### src/rtl/flag_unit.sv
// flag_unit: processor status-flag register with a shadow stack for nested
// interrupts. Each flag is cleared, set, loaded (from the ALU or from the
// shadow-stack top) or held, with clear having the highest priority.
// Interrupt entry pushes the current flags and RETIE pops them.
// Optional feature: define FLAG_UNIT_STACK_ERR_EN to add sticky overflow and
// underflow error flags (ports i_err_clr, o_err_ovf, o_err_unf).

module flag_unit #(
   parameter int NFLAGS = 2,
   parameter int DEPTH  = 4,
   localparam int CW    = $clog2(DEPTH + 1)
) (
   input  logic              i_clk,
   input  logic              i_rst_n,
   input  logic [NFLAGS-1:0] i_flg_d,
   input  logic [NFLAGS-1:0] i_flg_ld,
   input  logic [NFLAGS-1:0] i_flg_set,
   input  logic [NFLAGS-1:0] i_flg_clr,
   input  logic              i_flg_ld_sel,
   input  logic              i_shad_push,
   input  logic              i_shad_pop,
`ifdef FLAG_UNIT_STACK_ERR_EN
   input  logic              i_err_clr,
   output logic              o_err_ovf,
   output logic              o_err_unf,
`endif
   output logic [NFLAGS-1:0] o_flags,
   output logic [CW-1:0]     o_shad_cnt,
   output logic              o_shad_full,
   output logic              o_shad_empty
);

   // The storage array is sized to the full range of the count so that the
   // count can index it directly; entries at or above DEPTH are never written.
   localparam int SLOTS = 1 << CW;

   logic [NFLAGS-1:0] r_flags;
   logic [CW-1:0]     r_cnt;
   logic [NFLAGS-1:0] r_stack [SLOTS];

   logic              w_full;
   logic              w_empty;
   logic [CW-1:0]     w_topIdx;
   logic [NFLAGS-1:0] w_top;
   logic [NFLAGS-1:0] w_ldSrc;
   logic [NFLAGS-1:0] w_flagsNext;
   logic              w_swapTop;
   logic              w_pushOk;
   logic              w_popOk;
   logic              w_wrEn;
   logic [CW-1:0]     w_wrIdx;

   assign w_full   = (r_cnt == CW'(DEPTH));
   assign w_empty  = (r_cnt == '0);
   assign w_topIdx = r_cnt - CW'(1);

   // Stack top as seen by a restore; an empty stack restores all zeros so that
   // stale entries never leak out.
   always_comb begin
      w_top = '0;
      if (!w_empty) begin
         w_top = r_stack[w_topIdx];
      end
   end

   assign w_ldSrc = i_flg_ld_sel ? w_top : i_flg_d;

   // Per-flag next value: clear beats set, set beats load, otherwise hold.
   always_comb begin
      w_flagsNext = r_flags;
      for (int i = 0; i < NFLAGS; i++) begin
         if (i_flg_clr[i]) begin
            w_flagsNext[i] = 1'b0;
         end else if (i_flg_set[i]) begin
            w_flagsNext[i] = 1'b1;
         end else if (i_flg_ld[i]) begin
            w_flagsNext[i] = w_ldSrc[i];
         end
      end
   end

   // Push and pop together on a non-empty stack replace the top entry in place;
   // on an empty stack the pop half is dropped and it behaves as a plain push.
   assign w_swapTop = i_shad_push && i_shad_pop && !w_empty;
   assign w_pushOk  = i_shad_push && !w_swapTop && !w_full;
   assign w_popOk   = i_shad_pop && !i_shad_push && !w_empty;
   assign w_wrEn    = w_swapTop || w_pushOk;
   assign w_wrIdx   = w_swapTop ? w_topIdx : r_cnt;

   // Flag register and stack occupancy; reset clears both at once.
   always_ff @(posedge i_clk or negedge i_rst_n) begin
      if (!i_rst_n) begin
         r_flags <= '0;
         r_cnt   <= '0;
      end else begin
         r_flags <= w_flagsNext;
         if (w_pushOk) begin
            r_cnt <= r_cnt + CW'(1);
         end else if (w_popOk) begin
            r_cnt <= r_cnt - CW'(1);
         end
      end
   end

   // Stack entries hold the pre-update flags; they are not reset because the
   // count alone decides which entries are valid.
   always_ff @(posedge i_clk) begin
      if (w_wrEn) begin
         r_stack[w_wrIdx] <= r_flags;
      end
   end

`ifdef FLAG_UNIT_STACK_ERR_EN
   logic r_errOvf;
   logic r_errUnf;
   logic w_ovfEvt;
   logic w_unfEvt;

   assign w_ovfEvt = i_shad_push && !i_shad_pop && w_full;
   assign w_unfEvt = i_shad_pop && !i_shad_push && w_empty;

   // Sticky error flags; a new error in the same cycle as a clear still sets.
   always_ff @(posedge i_clk or negedge i_rst_n) begin
      if (!i_rst_n) begin
         r_errOvf <= 1'b0;
         r_errUnf <= 1'b0;
      end else begin
         if (w_ovfEvt) begin
            r_errOvf <= 1'b1;
         end else if (i_err_clr) begin
            r_errOvf <= 1'b0;
         end
         if (w_unfEvt) begin
            r_errUnf <= 1'b1;
         end else if (i_err_clr) begin
            r_errUnf <= 1'b0;
         end
      end
   end

   assign o_err_ovf = r_errOvf;
   assign o_err_unf = r_errUnf;
`endif

   assign o_flags      = r_flags;
   assign o_shad_cnt   = r_cnt;
   assign o_shad_full  = w_full;
   assign o_shad_empty = w_empty;

endmodule

### config.mk
export PLATFORM = sky130hd
export DESIGN_NAME = flag_unit
export DESIGN_NICKNAME = d
export VERILOG_FILES = /design/src/rtl/flag_unit.sv
export SDC_FILE = /design/constraint.sdc
export NUM_CORES = 1
export LEC_CHECK = 0
export CAP_MARGIN = 20
export CORE_MARGIN = 10
export CORE_UTILIZATION = 52
export DETAILED_ROUTE_END_ITERATION = 7
export PLACE_DENSITY = 0.78
export SYNTH_ARGS = -nofsm -noshare
export SYNTH_HDL_FRONTEND = slang
export SYNTH_SLANG_ARGS = --single-unit
### constraint.sdc
create_clock -name i_clk -period 2.2 [get_ports i_clk]
set_input_delay 0.44 -clock i_clk [delete_from_list [all_inputs] [get_ports i_clk]]
set_output_delay 0.44 -clock i_clk [all_outputs]
set_load 0.02 [all_outputs]
==> impl_metrics.py <==
metrics = {
    "outcome": {
        "status": "finished clean",
    },
    "floorplanning": {
        "fp-row-count": 17,
        "ioPinCount": 20,
        "start_util_pct": 55.1,
        "die_y_um": 68.4,
        "dieArea_mm2": 0.00468,
        "fp.coreArea_mm2": 0.00221,
        "die_w_um": 68.4,
    },
    "setup_path": {
        "reg2reg_to": "r_stack[4][1]",
        "cp-start-kind": "register",
        "arrival_ns": 2.04,
        "crit_buf_inv": 2,
        "cp_max_fo": 9,
        "critPathMaxStageDelay_ns": 0.40,
        "crit_slowest_cell": "or3b_4",
        "cp_cell_sequence": "clkinv_1 -> ha_1 -> buf_4 -> or3b_4 -> a21oi_1 -> o21ai_1 -> nor2_1",
        "cp_top_family": "simple AND/OR/NAND/NOR gates",
        "reg2reg_from": "o_shad_cnt[0]",
        "r2r_setup_slack_ns": 0.17,
        "critPathCaptureType": "register",
        "crit_type": "register to register",
        "critPathRequiredTime_ns": 2.21,
        "r2r_cells": 7,
    },
    "synth": {
        "yosysWarnings": 0,
        "syn_inst": 102,
        "synth_cell_types": 42,
        "synth_ff_type": "edfxtp_1",
        "ys_ff_latch": 21,
        "postSynthAreaPerCell_um2": 11.9,
        "yosysSeqAreaShare_pct": 49.7,
        "synth_common_cells": "edfxtp_1 (16), nor2_1 (8), nand2_1 (7)",
        "synth_top_area_share_pct": 39.4,
        "synth_top_family_by_area": "simple AND/OR/NAND/NOR gates",
        "yosysTopAreaCell": "edfxtp_1",
        "yosysMostFrequentCell": "edfxtp_1",
        "synthXorXnorAreaFrac_pct": 0.719,
        "synthArstFlopShare_pct": 23.8,
        "synth_compound_area_share_pct": 13.2,
        "synthSimpleGateAreaFrac_pct": 17.9,
        "synth_edf_count": 16,
        "synth_adder_area_share_pct": 3.08,
        "synthMuxAreaShare_pct": 9.03,
        "synth_nets": 118,
        "netlist_top_cells_area": "edfxtp_1 (39%), dfrtp_1 (10%), mux4_2 (7.4%)",
        "synth_area_mm2": 0.00122,
    },
    "placed_design": {
        "numPortBuffers": 19,
        "gp_congestion": 0.822,
        "hpwlAfterDp_um": 2100,
    },
    "clock_tree": {
        "holdBufCountCts": 0,
        "cts_inserted_buffers": 3,
        "post-cts-setup-buffers": 0,
        "clock-sinks": 21,
        "cts-resized-gates": 2,
        "path_clk_slew_ns": 0.12,
        "insertion_delay_ns": 0.30,
        "htree_levels": 1,
        "root_buffer": "clkbuf_4",
        "cts_tree": "done",
        "cts_buffer_depth": 2,
    },
    "final_layout": {
        "num-nets-final": 142,
        "fin_util_pct": 65.8,
        "antenna_cells": 0,
        "synthToLayoutAreaGrowth_pct": 19.4,
        "drive_gt1_share_pct": 20.0,
    },
    "detailed_routing": {
        "wl_per_cell_um": 17.1,
        "ant_nets": 0,
        "via_per_inst": 5.69,
        "wirelength_um": 2620,
        "drt_iter0_drc": 66,
        "remaining_drc_errors": 0,
        "num_vias": 871,
        "firstDrtPassIters": 4,
    },
    "timing": {
        "fin_crit_sh_pct": 92.4,
        "finalMaxSlewViolations": 0,
        "hold_viol": 0,
        "whs_ns": 0.371,
        "fin_crit_ns": 2.03,
        "worst_pin_slew_ns": 0.430,
        "rsz0062_at_grt": "false",
        "skew_ns": 0.000796,
        "setup_viol": 0,
        "slew_headroom_pct": 71.2,
        "max_freq_mhz": 492,
        "fin_setup_tns_ns": 0,
    },
    "grt": {
        "grt_overflow": 0,
        "grt_pass1_vias": 879,
        "globalRouteTotalUtil_pct": 12.8,
        "grt_use_met2_pct": 19.6,
        "grt_antenna_before_repair": 0,
        "met1_usage_pct": 17.2,
        "gr-usage-met3_pct": 3.59,
        "grt_first_pass_wirelength_um": 4480,
        "grt-busiest-layer": "met2",
        "grt_max_degree": 15,
    },
    "power_and_ir_drop": {
        "cellLeakagePower_nw": 0.540,
        "peakVddDrop_mv": 0.913,
        "power_w": 0.00176,
        "power.density_mw_per_mm2": 1210,
    },
    "worst_hold_path": {
        "hold_class": "primary input to asynchronous set/reset pin",
    },
    "flow_run": {
        "cap_violations": 0,
    },
}
-- cells by family (layout without fill, tap and decap cells) --
group | count (synthesis) | count (layout)
multiplexers | 6 | 6
flip-flops | 21 | 21
adder cells (fa/ha/maj) | 3 | 3
XOR/XNOR | 1 | 1
AO/OA/AOI/OAI | 22 | 22
AND/OR/NAND/NOR | 38 | 38
buffers and inverters | 11 | 34
-- worst max-delay path by stage --
| stage | slack (ns) | cells after the start | startpoint | to |
|---|---|---|---|---|
| finish | 0.17 | 7 | o_shad_cnt[0] | r_stack[4][1] |
| global route | 0.03 | 7 | o_shad_cnt[1] | r_stack[2][1] |
| CTS | 0.16 | 7 | o_shad_cnt[0] | r_stack[4][1] |
| detailed placement | 0.04 | 4 | i_shad_pop | r_stack[4][1] |
| global placement | 0.06 | 4 | i_shad_pop | r_stack[4][1] |
| floorplan | 0.01 | 8 | o_shad_cnt[0] | r_stack[3][0] |
-- flip-flops by register name, summed over array words and instances (netlist names) --
name / count
r_stack: 16
o_shad_cnt: 3
o_flags: 2
-- cell type report --
| class | count | area [um2] |
|---|---|---|
| fill | 181 | 757 |
| sequential | 21 | 606 |
| multi-input combinational | 70 | 536 |
| timing repair buffer | 25 | 233 |
| tap | 28 | 35.0 |
| clock buffer | 3 | 22.5 |
| inverter | 5 | 18.8 |
| clock inverter | 1 | 5.00 |
-- cell usage in the layout, fill, tap and decap left out, drive strengths merged, types with 5 or more instances in the layout --
| cell type | n |
|---|---|
| edfxtp | 16 |
| clkdlybuf4s50 | 17 |
| o21ai | 5 |
| dfrtp | 5 |
| a21oi | 5 |
| nor2 | 8 |
| buf | 6 |
| nand2 | 8 |
| nand3 | 5 |
-- where the power goes --
part | switching (W) | internal, W
registers | 0.0000498 | 0.000524
clock network | 0.000116 | 0.0000677
logic | 0.000545 | 0.000463
total | 0.000710 | 0.00105
-- per-stage QoR --
step           cell area, um2  cells  worst slack [ns]
6_report                 1460    153             0.168
5_1_grt                  1460    153            0.0338
4_1_cts                  1460    153             0.162
3_5_place_dp             1430    149            0.0389
3_3_place_gp             1430    149            0.0635
2_1_floorplan            1220    102            0.0111
-- metal layers --
metal | wire length [um] | vias to the layer above
met5 | 0 | -
met4 | 27 | 0
met3 | 166 | 4
met2 | 1220 | 29
met1 | 1200 | 407
li1 | - | 431
(Power assumes the default switching activity.)
==> edit (same settings) <==
The option `FLAG_UNIT_STACK_ERR_EN` is turned on by a define.
--- a/src/rtl/flag_unit.sv
+++ b/src/rtl/flag_unit.sv
@@ -4,6 +4,8 @@
 // Interrupt entry pushes the current flags and RETIE pops them.
 // Optional feature: define FLAG_UNIT_STACK_ERR_EN to add sticky overflow and
 // underflow error flags (ports i_err_clr, o_err_ovf, o_err_unf).
+
+`define FLAG_UNIT_STACK_ERR_EN
 
 module flag_unit #(
    parameter int NFLAGS = 2,
Ports: changed (added i_err_clr, o_err_ovf and o_err_unf); port bits go from 20 to 23. No check against the original RTL was run, so the function may have changed too.
==> edit against the unedited design <==
Die area rose by 2.5%. Sequential cell count rose by 2. Combinational power rose by 7%. Design area rose by 8.4%. Routed wire length rose by 20%. Synthesized cell count rose by 7.8%. Non-clock buffer count rose by 5. Setup slack got worse by 66 ps. Total power rose by 7.8%. Synthesized area rose by 3.5%. Critical path type unchanged. Critical endpoint unchanged. Largest cell class unchanged.
==> edit: results (changes against the unedited design) <==
fillers 168 (was 181); GR Util met3 3.42% (was 3.59%); R2R setup slack 100 ps (was 170 ps); layout cells sized above 1 12.9% (was 20.0%); first-pass GRT wire length 5190 um (was 4480 um); P per Cell Area 1210 mW/mm^2 (about the same); met1 Usage GRT 17.5% (was 17.2%); register area share after synthesis 52.0% (was 49.7%); status finished clean (unchanged); DP Wirelength 2400 um (was 2100 um); non-clock buffer count 30 (was 25); wl on met1 1410 um (was 1200 um); global routing usage on met2 20.3% (was 19.6%); Leak 0.601 nW (was 0.540 nW); routed wl met3 164 um (was 166 um); Slew @ Worst Pin 450 ps (was 430 ps); arrival time worst endpoint 2090 ps (was 2040 ps); maximum VDD drop 781 uV (was 913 uV); die area 0.00480 sq mm (was 0.00468 sq mm); Synth cell types 32 (was 42); Synth Net Count 127 (was 118); asr flop ratio synth 30.4% (was 23.8%); Routed Wire Length 3140 um (was 2620 um); non-clk buf share 17.4% (was 16.0%); Placed Area 0.00155 sq mm (was 0.00143 sq mm); multi-input logic area 559 sq um (was 536 sq um); most common library cells after synthesis edfxtp_1, and3_1, nor2b_1 (was edfxtp_1, nor2_1, nand2_1); gr usage total 13.3% (was 12.8%); final layout net count 158 (was 142); Inverters 6 (was 5); Fin Clk Skew 4.16 ps (was 0.796 ps); CTS Sinks 23 (was 21); register area 656 sq um (was 606 sq um)
edit: cell types whose count changed after synthesis, moves of 3 or more:
cell       delta
mux4_2        -4
nor3_1        +3
o21ai_0       +5
nand3_1       -3
nand2_1       -3
nor2b_1       +7
o21a_1        +3
a2111oi_0     +4
o21ai_1       -4
and3_1        +8
nor2_1        -3
edit: report_power, final:
group | total, mW | internal, mW | switching [mW]
combinational | 1.08 | 0.464 | 0.613
clock | 0.201 | 0.0695 | 0.131
sequential | 0.625 | 0.568 | 0.0572
edit: worst max-delay path, cell delays in order (launching register included):
cell and delay [ps]:
dfrtp_1 400, inv_1 80, buf_4 150, ha_1 300, nand3_1 140, nor3_1 160, a21oi_1 130, nor3_1 400
edit: kinds of logic (layout without fill, tap and decap cells):
logic type	after synthesis	count (layout)	share of synthesized area (%)
mux	2	2	4.17
simple gates	42	42	19.7
flops	23	23	52.0
xor+xnor	4	4	2.78
fa+ha+maj	4	4	3.77
buf+inv	10	40	3.87
compound gates	25	25	13.7
